### src/rtl/bht_pkg.sv
// Shared constants and types for the branch history cache controller.
package bht_pkg;
  localparam int INDEX_WIDTH = 4;
  localparam int PC_WIDTH    = 10;
  localparam int TAG_SIZE    = PC_WIDTH - INDEX_WIDTH;
  localparam int CACHE_SIZE  = 1 << INDEX_WIDTH;
  localparam int HIST_W      = 3;

  typedef enum logic {INIT, RUN} state_e;

  typedef struct packed {
    logic [TAG_SIZE-1:0]    tag;
    logic [INDEX_WIDTH-1:0] index;
    logic                   taken;
  } upd_entry_t;

  // Two or more taken outcomes in the history predicts taken.
  function automatic logic hist_taken(input logic [HIST_W-1:0] h);
    return (h[0] & h[1]) | (h[0] & h[2]) | (h[1] & h[2]);
  endfunction
endpackage

### src/rtl/bht_update_fifo.sv
// Small FIFO of resolved-branch updates waiting for the cache port.
module bht_update_fifo
  import bht_pkg::*;
#(
  parameter int DEPTH = 2
) (
  input  logic       clk,
  input  logic       rst,
  input  logic       push_i,
  input  upd_entry_t din_i,
  input  logic       pop_i,
  output logic       full_o,
  output logic       empty_o,
  output upd_entry_t head_o
);
  localparam int PW = $clog2(DEPTH);

  upd_entry_t     mem_q [DEPTH];
  logic [PW-1:0]  wr_q, rd_q;
  logic [PW:0]    cnt_q;

  // DEPTH is a power of two, so pointers wrap by plain overflow.
  always_ff @(posedge clk) begin
    if (!rst) begin
      wr_q  <= '0;
      rd_q  <= '0;
      cnt_q <= '0;
    end else begin
      if (push_i) wr_q <= wr_q + 1'b1;
      if (pop_i)  rd_q <= rd_q + 1'b1;
      if (push_i && !pop_i)      cnt_q <= cnt_q + 1'b1;
      else if (pop_i && !push_i) cnt_q <= cnt_q - 1'b1;
    end
  end

  always_ff @(posedge clk) begin
    if (push_i) mem_q[wr_q] <= din_i;
  end

  assign full_o  = (cnt_q == (PW+1)'(DEPTH));
  assign empty_o = (cnt_q == '0);
  assign head_o  = mem_q[rd_q];
endmodule

### src/rtl/bht_controller.sv
// Branch history cache sequencer: init sweep, then one granted access per
// cycle shared between fetch lookups and buffered execute updates.
module bht_controller
  import bht_pkg::*;
#(
  parameter int UPD_DEPTH = 2
) (
  input  logic                   clk,
  input  logic                   rst,
  input  logic                   lookup_valid,
  input  logic [PC_WIDTH-1:0]    lookup_pc,
  output logic                   lookup_ready,
  output logic                   pred_valid,
  output logic                   pred_hit,
  output logic                   pred_taken,
  output logic [HIST_W-1:0]      pred_history,
  input  logic                   upd_valid,
  input  logic [PC_WIDTH-1:0]    upd_pc,
  input  logic                   upd_taken,
  output logic                   upd_ready,
  output logic [INDEX_WIDTH-1:0] cache_addr,
  output logic                   cache_we,
  output logic                   cache_wvalid,
  output logic [TAG_SIZE-1:0]    cache_wtag,
  output logic [HIST_W-1:0]      cache_whistory,
  input  logic                   cache_rvalid,
  input  logic [TAG_SIZE-1:0]    cache_rtag,
  input  logic [HIST_W-1:0]      cache_rhistory,
  output logic                   init_done,
  output logic                   evict
);
  state_e                 state_q;
  logic [INDEX_WIDTH-1:0] idx_q;
  logic                   pred_valid_q, pred_hit_q, pred_taken_q, evict_q;
  logic [HIST_W-1:0]      pred_hist_q;
  logic                   pred_valid_d, pred_hit_d, pred_taken_d, evict_d;
  logic [HIST_W-1:0]      pred_hist_d;

  logic       fifo_full, fifo_empty, push, pop, run, lk_go, lk_hit, up_hit;
  upd_entry_t head, din;

  assign din = '{tag:   upd_pc[PC_WIDTH-1:INDEX_WIDTH],
                 index: upd_pc[INDEX_WIDTH-1:0],
                 taken: upd_taken};

  bht_update_fifo #(.DEPTH(UPD_DEPTH)) u_fifo (
    .clk     (clk),
    .rst     (rst),
    .push_i  (push),
    .din_i   (din),
    .pop_i   (pop),
    .full_o  (fifo_full),
    .empty_o (fifo_empty),
    .head_o  (head)
  );

  // A full FIFO blocks lookups so the head is guaranteed the port.
  assign run          = rst && (state_q == RUN);
  assign init_done    = run;
  assign lookup_ready = run && !fifo_full;
  assign upd_ready    = run && !fifo_full;
  assign lk_go        = lookup_valid && lookup_ready;
  assign pop          = run && !lk_go && !fifo_empty;
  assign push         = upd_valid && upd_ready;
  assign lk_hit       = cache_rvalid && (cache_rtag == lookup_pc[PC_WIDTH-1:INDEX_WIDTH]);
  assign up_hit       = cache_rvalid && (cache_rtag == head.tag);

  always_comb begin
    cache_addr     = '0;
    cache_we       = 1'b0;
    cache_wvalid   = 1'b0;
    cache_wtag     = '0;
    cache_whistory = '0;
    pred_valid_d   = lk_go;
    pred_hit_d     = lk_go && lk_hit;
    pred_taken_d   = pred_hit_d && hist_taken(cache_rhistory);
    pred_hist_d    = pred_hit_d ? cache_rhistory : '0;
    evict_d        = pop && cache_rvalid && !up_hit;
    if (rst) begin
      if (state_q == INIT) begin
        cache_addr = idx_q;
        cache_we   = 1'b1;
      end else if (lk_go) begin
        cache_addr = lookup_pc[INDEX_WIDTH-1:0];
      end else if (pop) begin
        cache_addr     = head.index;
        cache_we       = 1'b1;
        cache_wvalid   = 1'b1;
        cache_wtag     = head.tag;
        cache_whistory = up_hit ? {cache_rhistory[HIST_W-2:0], head.taken}
                                : {{(HIST_W-1){1'b0}}, head.taken};
      end
    end
  end

  always_ff @(posedge clk) begin
    if (!rst) begin
      state_q <= INIT;
      idx_q   <= '0;
    end else if (state_q == INIT) begin
      idx_q <= idx_q + 1'b1;
      if (idx_q == INDEX_WIDTH'(CACHE_SIZE - 1)) state_q <= RUN;
    end
  end

  always_ff @(posedge clk) begin
    if (!rst) begin
      pred_valid_q <= 1'b0;
      pred_hit_q   <= 1'b0;
      pred_taken_q <= 1'b0;
      pred_hist_q  <= '0;
      evict_q      <= 1'b0;
    end else begin
      pred_valid_q <= pred_valid_d;
      pred_hit_q   <= pred_hit_d;
      pred_taken_q <= pred_taken_d;
      pred_hist_q  <= pred_hist_d;
      evict_q      <= evict_d;
    end
  end

  assign pred_valid   = pred_valid_q;
  assign pred_hit     = pred_hit_q;
  assign pred_taken   = pred_taken_q;
  assign pred_history = pred_hist_q;
  assign evict        = evict_q;
endmodule

### config.mk
export PLATFORM = sky130hd
export DESIGN_NAME = bht_controller
export DESIGN_NICKNAME = d
export VERILOG_FILES = /design/src/rtl/bht_pkg.sv /design/src/rtl/bht_update_fifo.sv /design/src/rtl/bht_controller.sv
export SDC_FILE = /design/constraint.sdc
export NUM_CORES = 1
export LEC_CHECK = 0
export ABC_AREA = 1
export BUFFER_PORTS_ARGS = -buffer_cell sky130_fd_sc_hd__buf_2
export CAP_MARGIN = 20
export CELL_PAD_IN_SITES_DETAIL_PLACEMENT = 1
export CELL_PAD_IN_SITES_GLOBAL_PLACEMENT = 1
export CORE_ASPECT_RATIO = 0.9
export CORE_MARGIN = 2
export CORE_UTILIZATION = 39
export CTS_CLUSTER_DIAMETER = 60
export DETAILED_ROUTE_END_ITERATION = 10
export GPL_TIMING_DRIVEN = 0
export PLACE_DENSITY_LB_ADDON = 0.1
export SYNTH_ARGS = -nofsm -noshare
export SYNTH_HDL_FRONTEND = slang
export SYNTH_SLANG_ARGS = --single-unit
export TNS_END_PERCENT = 50
### constraint.sdc
create_clock -name clk -period 2.41 [get_ports clk]
set_input_delay 0.1205 -clock clk [delete_from_list [all_inputs] [get_ports clk]]
set_output_delay 0.1205 -clock clk [all_outputs]
set_load 0.02 [all_outputs]
# == After elaboration in Yosys (flattened, before gate mapping) ==
# Memory sizes are Yosys's and may differ from the RTL's. A register that Yosys moved wholly into a read port is not among the register bits.
# Cells that the tools add are included.
# classes
bitwise,5
muxes,27
n_reduce_logical,23
addsub,5
n_eq_ne,4
# op_table
operator,count
two-way mux 6 bit,4
two-way mux 4 bit,4
two-way mux 3 bit,5
logical AND 1 bit,14
== test 6 bit,2
two-way mux 1 bit,12
zero test 1 bit,6
"adder 4 x 1 -> 4 bit, second input constant",1
"== test 4 bit, second input constant",1
two-way mux 2 bit,2
AND 1 bit,3
"adder 1 bit, second input constant",2
"adder 2 x 1 -> 2 bit, second input constant",1
"== test 2 bit, second input constant",1
zero test 2 bit,1
bitwise OR 1 bit,2
AND reduction 2 bit,1
nonzero test 2 bit,1
"subtractor 2 x 1 -> 2 bit, second input constant",1
# word_totals
mem_bits_rw,22
mem_count,1
ff_bits,16
out_inout_bits,25
in_bits,35
word_cells,75
# memory_table
name,words,word_bits,rd,rd_clocked_by_memory_dff,wr,line_no,text
u_fifo.mem_q,2,11,1,1,1,bht_update_fifo.sv:18,upd_entry_t mem_q [DEPTH];

# == Longest topological paths before layout ==
# logic_depth
word_depth,11
mapped_depth,11
ltp_nobuf,11

# == By module ==
# Synthesis repeated with hierarchy kept, for this count alone.
# unflattened
hier_cells,197
hier_area_um2,1873.0
# modules_own_cells
mod,instances,cells_each,area_per_inst_um2,seq_area_each_um2
bht_update_fifo,1,69,1063.5,760.7
bht_controller,1,128,809.5,240.2

# == Worst setup path before layout ==
# Ideal clock, no wire load.
# synth_path
kind,reg2reg
startpoint,reg state_q
endpoint,"mem u_fifo.mem_q[0][0] in the netlist's numbering, enable pin"
path_stages_with_launch,7
setup_time_ns,0.378
t_required_ns,2.032
arrival_time_ns,1.545
path_slack_ns,0.487
period_less_slack_ns,1.923
n_path_buf,0
path_cell_list,dfxtp_1 > nand2_2 > inv_2 > nand2_4 > inv_1 > nand2_1 > nor2_1
# synth_between
elab_chain_cells,5
# synth_lines
item,line_no,text
from (decl),bht_controller.sv:32,state_e state_q;
from (signal assigned),bht_controller.sv:98,state_q <= INIT;
from (signal assigned),bht_controller.sv:102,if (idx_q == INDEX_WIDTH'(CACHE_SIZE - 1)) state_q <= RUN;
logical AND 1 bit,bht_controller.sv:58,assign run = rst && (state_q == RUN);
net init_done,bht_controller.sv:29,"output logic init_done,"
logical AND 1 bit,-,
net lookup_ready,bht_controller.sv:12,"output logic lookup_ready,"
logical AND 1 bit,bht_controller.sv:64,assign push = upd_valid && upd_ready;
two-way mux 1 bit,bht_update_fifo.sv:37,if (push_i) mem_q[wr_q] <= din_i;
two-way mux 1 bit (implied by the code),bht_update_fifo.sv:37,
to (decl),bht_update_fifo.sv:18,
# The timed path passes the listed nets, and every way through them passes these cells.

# == Worst setup path after layout ==
# layout_path
startpoint,reg state_q
endpoint,"mem u_fifo.mem_q[0][6] in the netlist's numbering, enable pin"
# layout_between
elab_chain_cells,5
# layout_lines
item,line_no,text
logical AND 1 bit,bht_controller.sv:58,
logical AND 1 bit,bht_controller.sv:61,assign upd_ready = run && !fifo_full;
logical AND 1 bit,bht_controller.sv:64,
two-way mux 1 bit,bht_update_fifo.sv:37,
two-way mux 1 bit (implied by the code),bht_update_fifo.sv:37,
# No other way between the ends.

==> run_summary.xml <==
<?xml version="1.0" encoding="UTF-8"?>
<metrics>
  <group name="placement">
    <metric name="dp_hpwl" unit="mm">3.66</metric>
    <metric name="gp_congestion" unit="">0.771</metric>
    <metric name="place.port_buffers" unit="">59</metric>
    <metric name="post_dp_cell_area" unit="µm²">2270</metric>
  </group>
  <group name="critical_path">
    <metric name="crit_path_start_kind" unit="">flop</metric>
    <metric name="r2r-start" unit="">state_q</metric>
    <metric name="worstReg2RegEnd" unit="">u_fifo.mem_q[0][6]</metric>
    <metric name="worst_path_max_delay_cell" unit="">nor2_1</metric>
    <metric name="r2r_cells" unit="">6</metric>
    <metric name="critical_path.max_stage_delay" unit="ns">0.75</metric>
    <metric name="ff2ff_setup_slack" unit="ns">0.31</metric>
    <metric name="cp_max_fo" unit="">11</metric>
    <metric name="worst-endpoint-required" unit="ns">2.32</metric>
    <metric name="worst_setup_path_end_kind" unit="">flop</metric>
    <metric name="criticalPathCategory" unit="">reg2reg</metric>
    <metric name="critical_path_arrival" unit="ns">2.02</metric>
    <metric name="worstPathCellList" unit="">nand2_2 -&gt; inv_2 -&gt; nand2_4 -&gt; inv_1 -&gt; nand2_1 -&gt; nor2_1</metric>
  </group>
  <group name="min_path">
    <metric name="whs_path_depth" unit="">1</metric>
    <metric name="holdPathEnd" unit="">u_fifo.mem_q[1][6]</metric>
    <metric name="hp-start" unit="">upd_pc[5]</metric>
    <metric name="hold_path.class" unit="">in2reg</metric>
  </group>
  <group name="cells_and_area">
    <metric name="layout_area_growth_over_synthesis" unit="%">24.6</metric>
    <metric name="antenna-diode-count" unit="">0</metric>
    <metric name="layout.cell_area.non_filler" unit="µm²">2350</metric>
    <metric name="final_nets" unit="">330</metric>
    <metric name="postLayoutCoreUtil" unit="%">49.6</metric>
    <metric name="layout-drive-gt1-share" unit="%">27.6</metric>
    <metric name="multi_input_comb_area" unit="µm²">746</metric>
    <metric name="final.fill_count" unit="">628</metric>
    <metric name="regArea" unit="µm²">1000</metric>
  </group>
  <group name="route">
    <metric name="via_count" unit="">1669</metric>
    <metric name="aggregate_routed_wire_length" unit="mm">4.49</metric>
    <metric name="drc_violations_left" unit="">0</metric>
    <metric name="final_antenna_net_count" unit="">0</metric>
    <metric name="viasPerCell" unit="">4.65</metric>
    <metric name="detail_route.iter0.violations" unit="">44</metric>
    <metric name="drt_pass1_iterations" unit="">4</metric>
    <metric name="drt-wirelength-per-cell" unit="µm">12.5</metric>
  </group>
  <group name="power_and_ir_drop">
    <metric name="peakVddDrop" unit="µV">357</metric>
    <metric name="power_density" unit="nW/µm²">526</metric>
    <metric name="p_seq_share" unit="%">57.2</metric>
    <metric name="p_clk_share" unit="%">35.0</metric>
    <metric name="static-leakage-power" unit="nW">1.16</metric>
    <metric name="combPwrFrac" unit="%">7.8</metric>
    <metric name="reported_net_switching_power" unit="mW">0.291</metric>
    <metric name="power_report.internal_total" unit="mW">0.949</metric>
    <metric name="power.switching_fraction" unit="%">23.4</metric>
  </group>
  <group name="timing">
    <metric name="post-route-period-util" unit="%">87.3</metric>
    <metric name="max_slew.worst_pin.slew" unit="ns">0.968</metric>
    <metric name="setup_total_negative_slack" unit="ns">0</metric>
    <metric name="finalHoldViolCount" unit="">0</metric>
    <metric name="setup_repair_after_global_routing_missed_its_margin" unit="">no</metric>
    <metric name="slew_violations" unit="">0</metric>
    <metric name="worst_slew_margin_rel" unit="%">35.2</metric>
    <metric name="timing.fmax" unit="GHz">0.475</metric>
    <metric name="fin_crit" unit="ns">2.10</metric>
    <metric name="report.final.setup_viol" unit="">0</metric>
    <metric name="finalClockSkew" unit="ns">0.00279</metric>
  </group>
  <group name="yosys">
    <metric name="dominant_cell_by_count_in_the_synthesized_netlist" unit="">nand2_1</metric>
    <metric name="total_nets_after_synthesis" unit="">264</metric>
    <metric name="yosys-top-cells-count" unit="">nand2_1, inv_1, edfxtp_1, nor2_1, dfxtp_1</metric>
    <metric name="yosys_warnings" unit="">0</metric>
    <metric name="ys.flop_type" unit="">edfxtp_1</metric>
    <metric name="synthArstFlopShare" unit="%">0</metric>
    <metric name="synth.top_cell.area_share" unit="%">35.0</metric>
    <metric name="syn_inst" unit="">227</metric>
    <metric name="post_synth_main_area_contributors" unit="">edfxtp_1, dfxtp_1, nand2_1</metric>
    <metric name="synth-edff-count" unit="">22</metric>
    <metric name="synth_cell_type_count" unit="">29</metric>
    <metric name="mappedNetlistArea" unit="µm²">1890</metric>
    <metric name="ys_seq_elements" unit="">39</metric>
    <metric name="synth_seq_area_share" unit="%">53.0</metric>
    <metric name="average_cell_area_after_synthesis" unit="µm²">8.32</metric>
    <metric name="synth_largest_area_cell" unit="">edfxtp_1</metric>
  </group>
  <group name="clock_tree">
    <metric name="cts.repair.resized" unit="">0</metric>
    <metric name="numCtsBuffers" unit="">5</metric>
    <metric name="clock_tree.htree_level_count" unit="">2</metric>
    <metric name="clock_tree_from_tritoncts" unit="">yes</metric>
    <metric name="cts.path.max_buffers" unit="">2</metric>
    <metric name="clockRootBuffer" unit="">clkbuf_8</metric>
    <metric name="ctsHoldBuffers" unit="">0</metric>
    <metric name="post-cts-setup-buffer-count" unit="">0</metric>
    <metric name="cts.reportedPaths.clkPinSlew" unit="ns">0.08</metric>
    <metric name="clock-sinks" unit="">39</metric>
    <metric name="worstSkewPairLatency" unit="ns">0.28</metric>
  </group>
  <group name="global_route">
    <metric name="grt_max_degree" unit="">14</metric>
    <metric name="grt_most_used_layer" unit="">met2</metric>
    <metric name="grt-ovfl-total" unit="">0</metric>
    <metric name="grt_use_met3" unit="%">4.78</metric>
    <metric name="grt_use_met2" unit="%">30.8</metric>
    <metric name="grt_pass1_wl" unit="mm">7.62</metric>
    <metric name="grt_use_met1" unit="%">22.8</metric>
    <metric name="grt_usage" unit="%">17.9</metric>
    <metric name="number_of_global_route_vias_before_repair" unit="">1619</metric>
    <metric name="initial_antenna_violation_count" unit="">0</metric>
  </group>
  <group name="outcome">
    <metric name="status" unit="">finished clean</metric>
  </group>
  <group name="job">
    <metric name="maxCapViolCount" unit="">0</metric>
  </group>
  <group name="floorplan">
    <metric name="core_area" unit="µm²">4740</metric>
    <metric name="die-height" unit="µm">70.0</metric>
    <metric name="fp-row-count" unit="">24</metric>
    <metric name="die_area" unit="µm²">5420</metric>
    <metric name="start_util" unit="%">39.8</metric>
    <metric name="pin_count" unit="">60</metric>
    <metric name="die_width" unit="µm">77.4</metric>
  </group>
</metrics>
-- cells in the final DEF (no fill, tap or decap), drive strengths merged --
cell / synthesis / routed
buf: 5 / 64
nand3: 13 / 13
nor2: 23 / 23
and2: 1 / 1
nor3: 2 / 2
clkbuf: 0 / 5
edfxtp: 22 / 22
dfxtp: 17 / 17
inv: 30 / 30
nor3b: 3 / 3
a21o: 1 / 1
nand4: 2 / 2
ha: 2 / 2
o21ai: 12 / 12
clkinv: 0 / 2
or2: 1 / 1
o21a: 1 / 1
xnor2: 2 / 2
nand2: 73 / 73
xor2: 1 / 1
clkinvlp: 0 / 1
a21oi: 15 / 15
o41ai: 1 / 1
-- metal layers --
layer / vias up / part of all wire (%)
li1: 861 / -
met1: 765 / 46
met2: 39 / 48
met3: 4 / 4.7
met4: 0 / 0.56
met5: - / 0
-- worst max-delay path: cells and delay by family, from the launching register on --
family	cells	cell delay, ns
and+or+nand+nor	4	1.05
buffers and inverters	2	0.19
DFF	1	0.48
-- logic make-up (layout without fill, tap and decap cells) --
| family | count (synthesis) | count (layout) | synth area share (%) |
|---|---|---|---|
| AOI/OAI and AO/OA | 30 | 30 | 8.61 |
| and+or+nand+nor | 118 | 118 | 28.1 |
| xor gates and xnor gates | 3 | 3 | 1.39 |
| DFF | 39 | 39 | 53.0 |
| adders and majority gates | 2 | 2 | 1.32 |
| buffers and inverters | 35 | 102 | 7.55 |
-- power groups by stage --
stage / clock network [mW] / registers (mW) / logic, mW
global placement: 0 / 0.725 / 0.0942
detailed placement: 0 / 0.724 / 0.0974
global route: 0.470 / 0.710 / 0.111
finish: 0.434 / 0.709 / 0.0965
CTS: 0.445 / 0.709 / 0.0978
floorplan: 0 / 0.724 / 0.0474
-- state kept, by name, indices dropped and copies added, names as in the netlist, named ones only --
register / count
evict: 1
pred_hit: 1
pred_history: 3
state_q: 1
u_fifo.mem_q: 22
idx_q: 4
pred_valid: 1
u_fifo.wr_q: 1
u_fifo.cnt_q: 2
u_fifo.rd_q: 1
pred_taken: 1
-- through the flow --
stage,cells,power [mW],hold WS (ns),setup slack (ns)
2_1_floorplan,227,0.771,0.219,0.487
3_3_place_gp,351,0.819,0.308,0.350
3_5_place_dp,351,0.822,0.312,0.297
4_1_cts,359,1.25,0.0104,0.288
5_1_grt,359,1.29,0.00352,0.0990
6_report,359,1.24,0.0206,0.305
-- worst max path at each step --
| stage | startpoint | endpoint | cells past startpoint |
|---|---|---|---|
| floorplan | state_q | u_fifo.mem_q[0][0] | 6 |
| global placement | state_q | u_fifo.mem_q[0][9] | 6 |
| detailed placement | state_q | u_fifo.mem_q[0][9] | 6 |
| CTS | state_q | u_fifo.mem_q[0][10] | 6 |
| global route | state_q | u_fifo.mem_q[1][10] | 6 |
| finish | state_q | u_fifo.mem_q[0][6] | 6 |
-- layout make-up --
class / count / area share [%]
repair buffers: 59 / 12.5
plain buffers: 5 / 1.28
inverters: 30 / 4.78
clock inverters: 3 / 0.850
flip-flops and latches: 39 / 42.5
well taps: 65 / 3.45
clock buffers: 5 / 2.92
multi-input cells: 153 / 31.7
No activity file was read; power rests on OpenSTA's default activity.
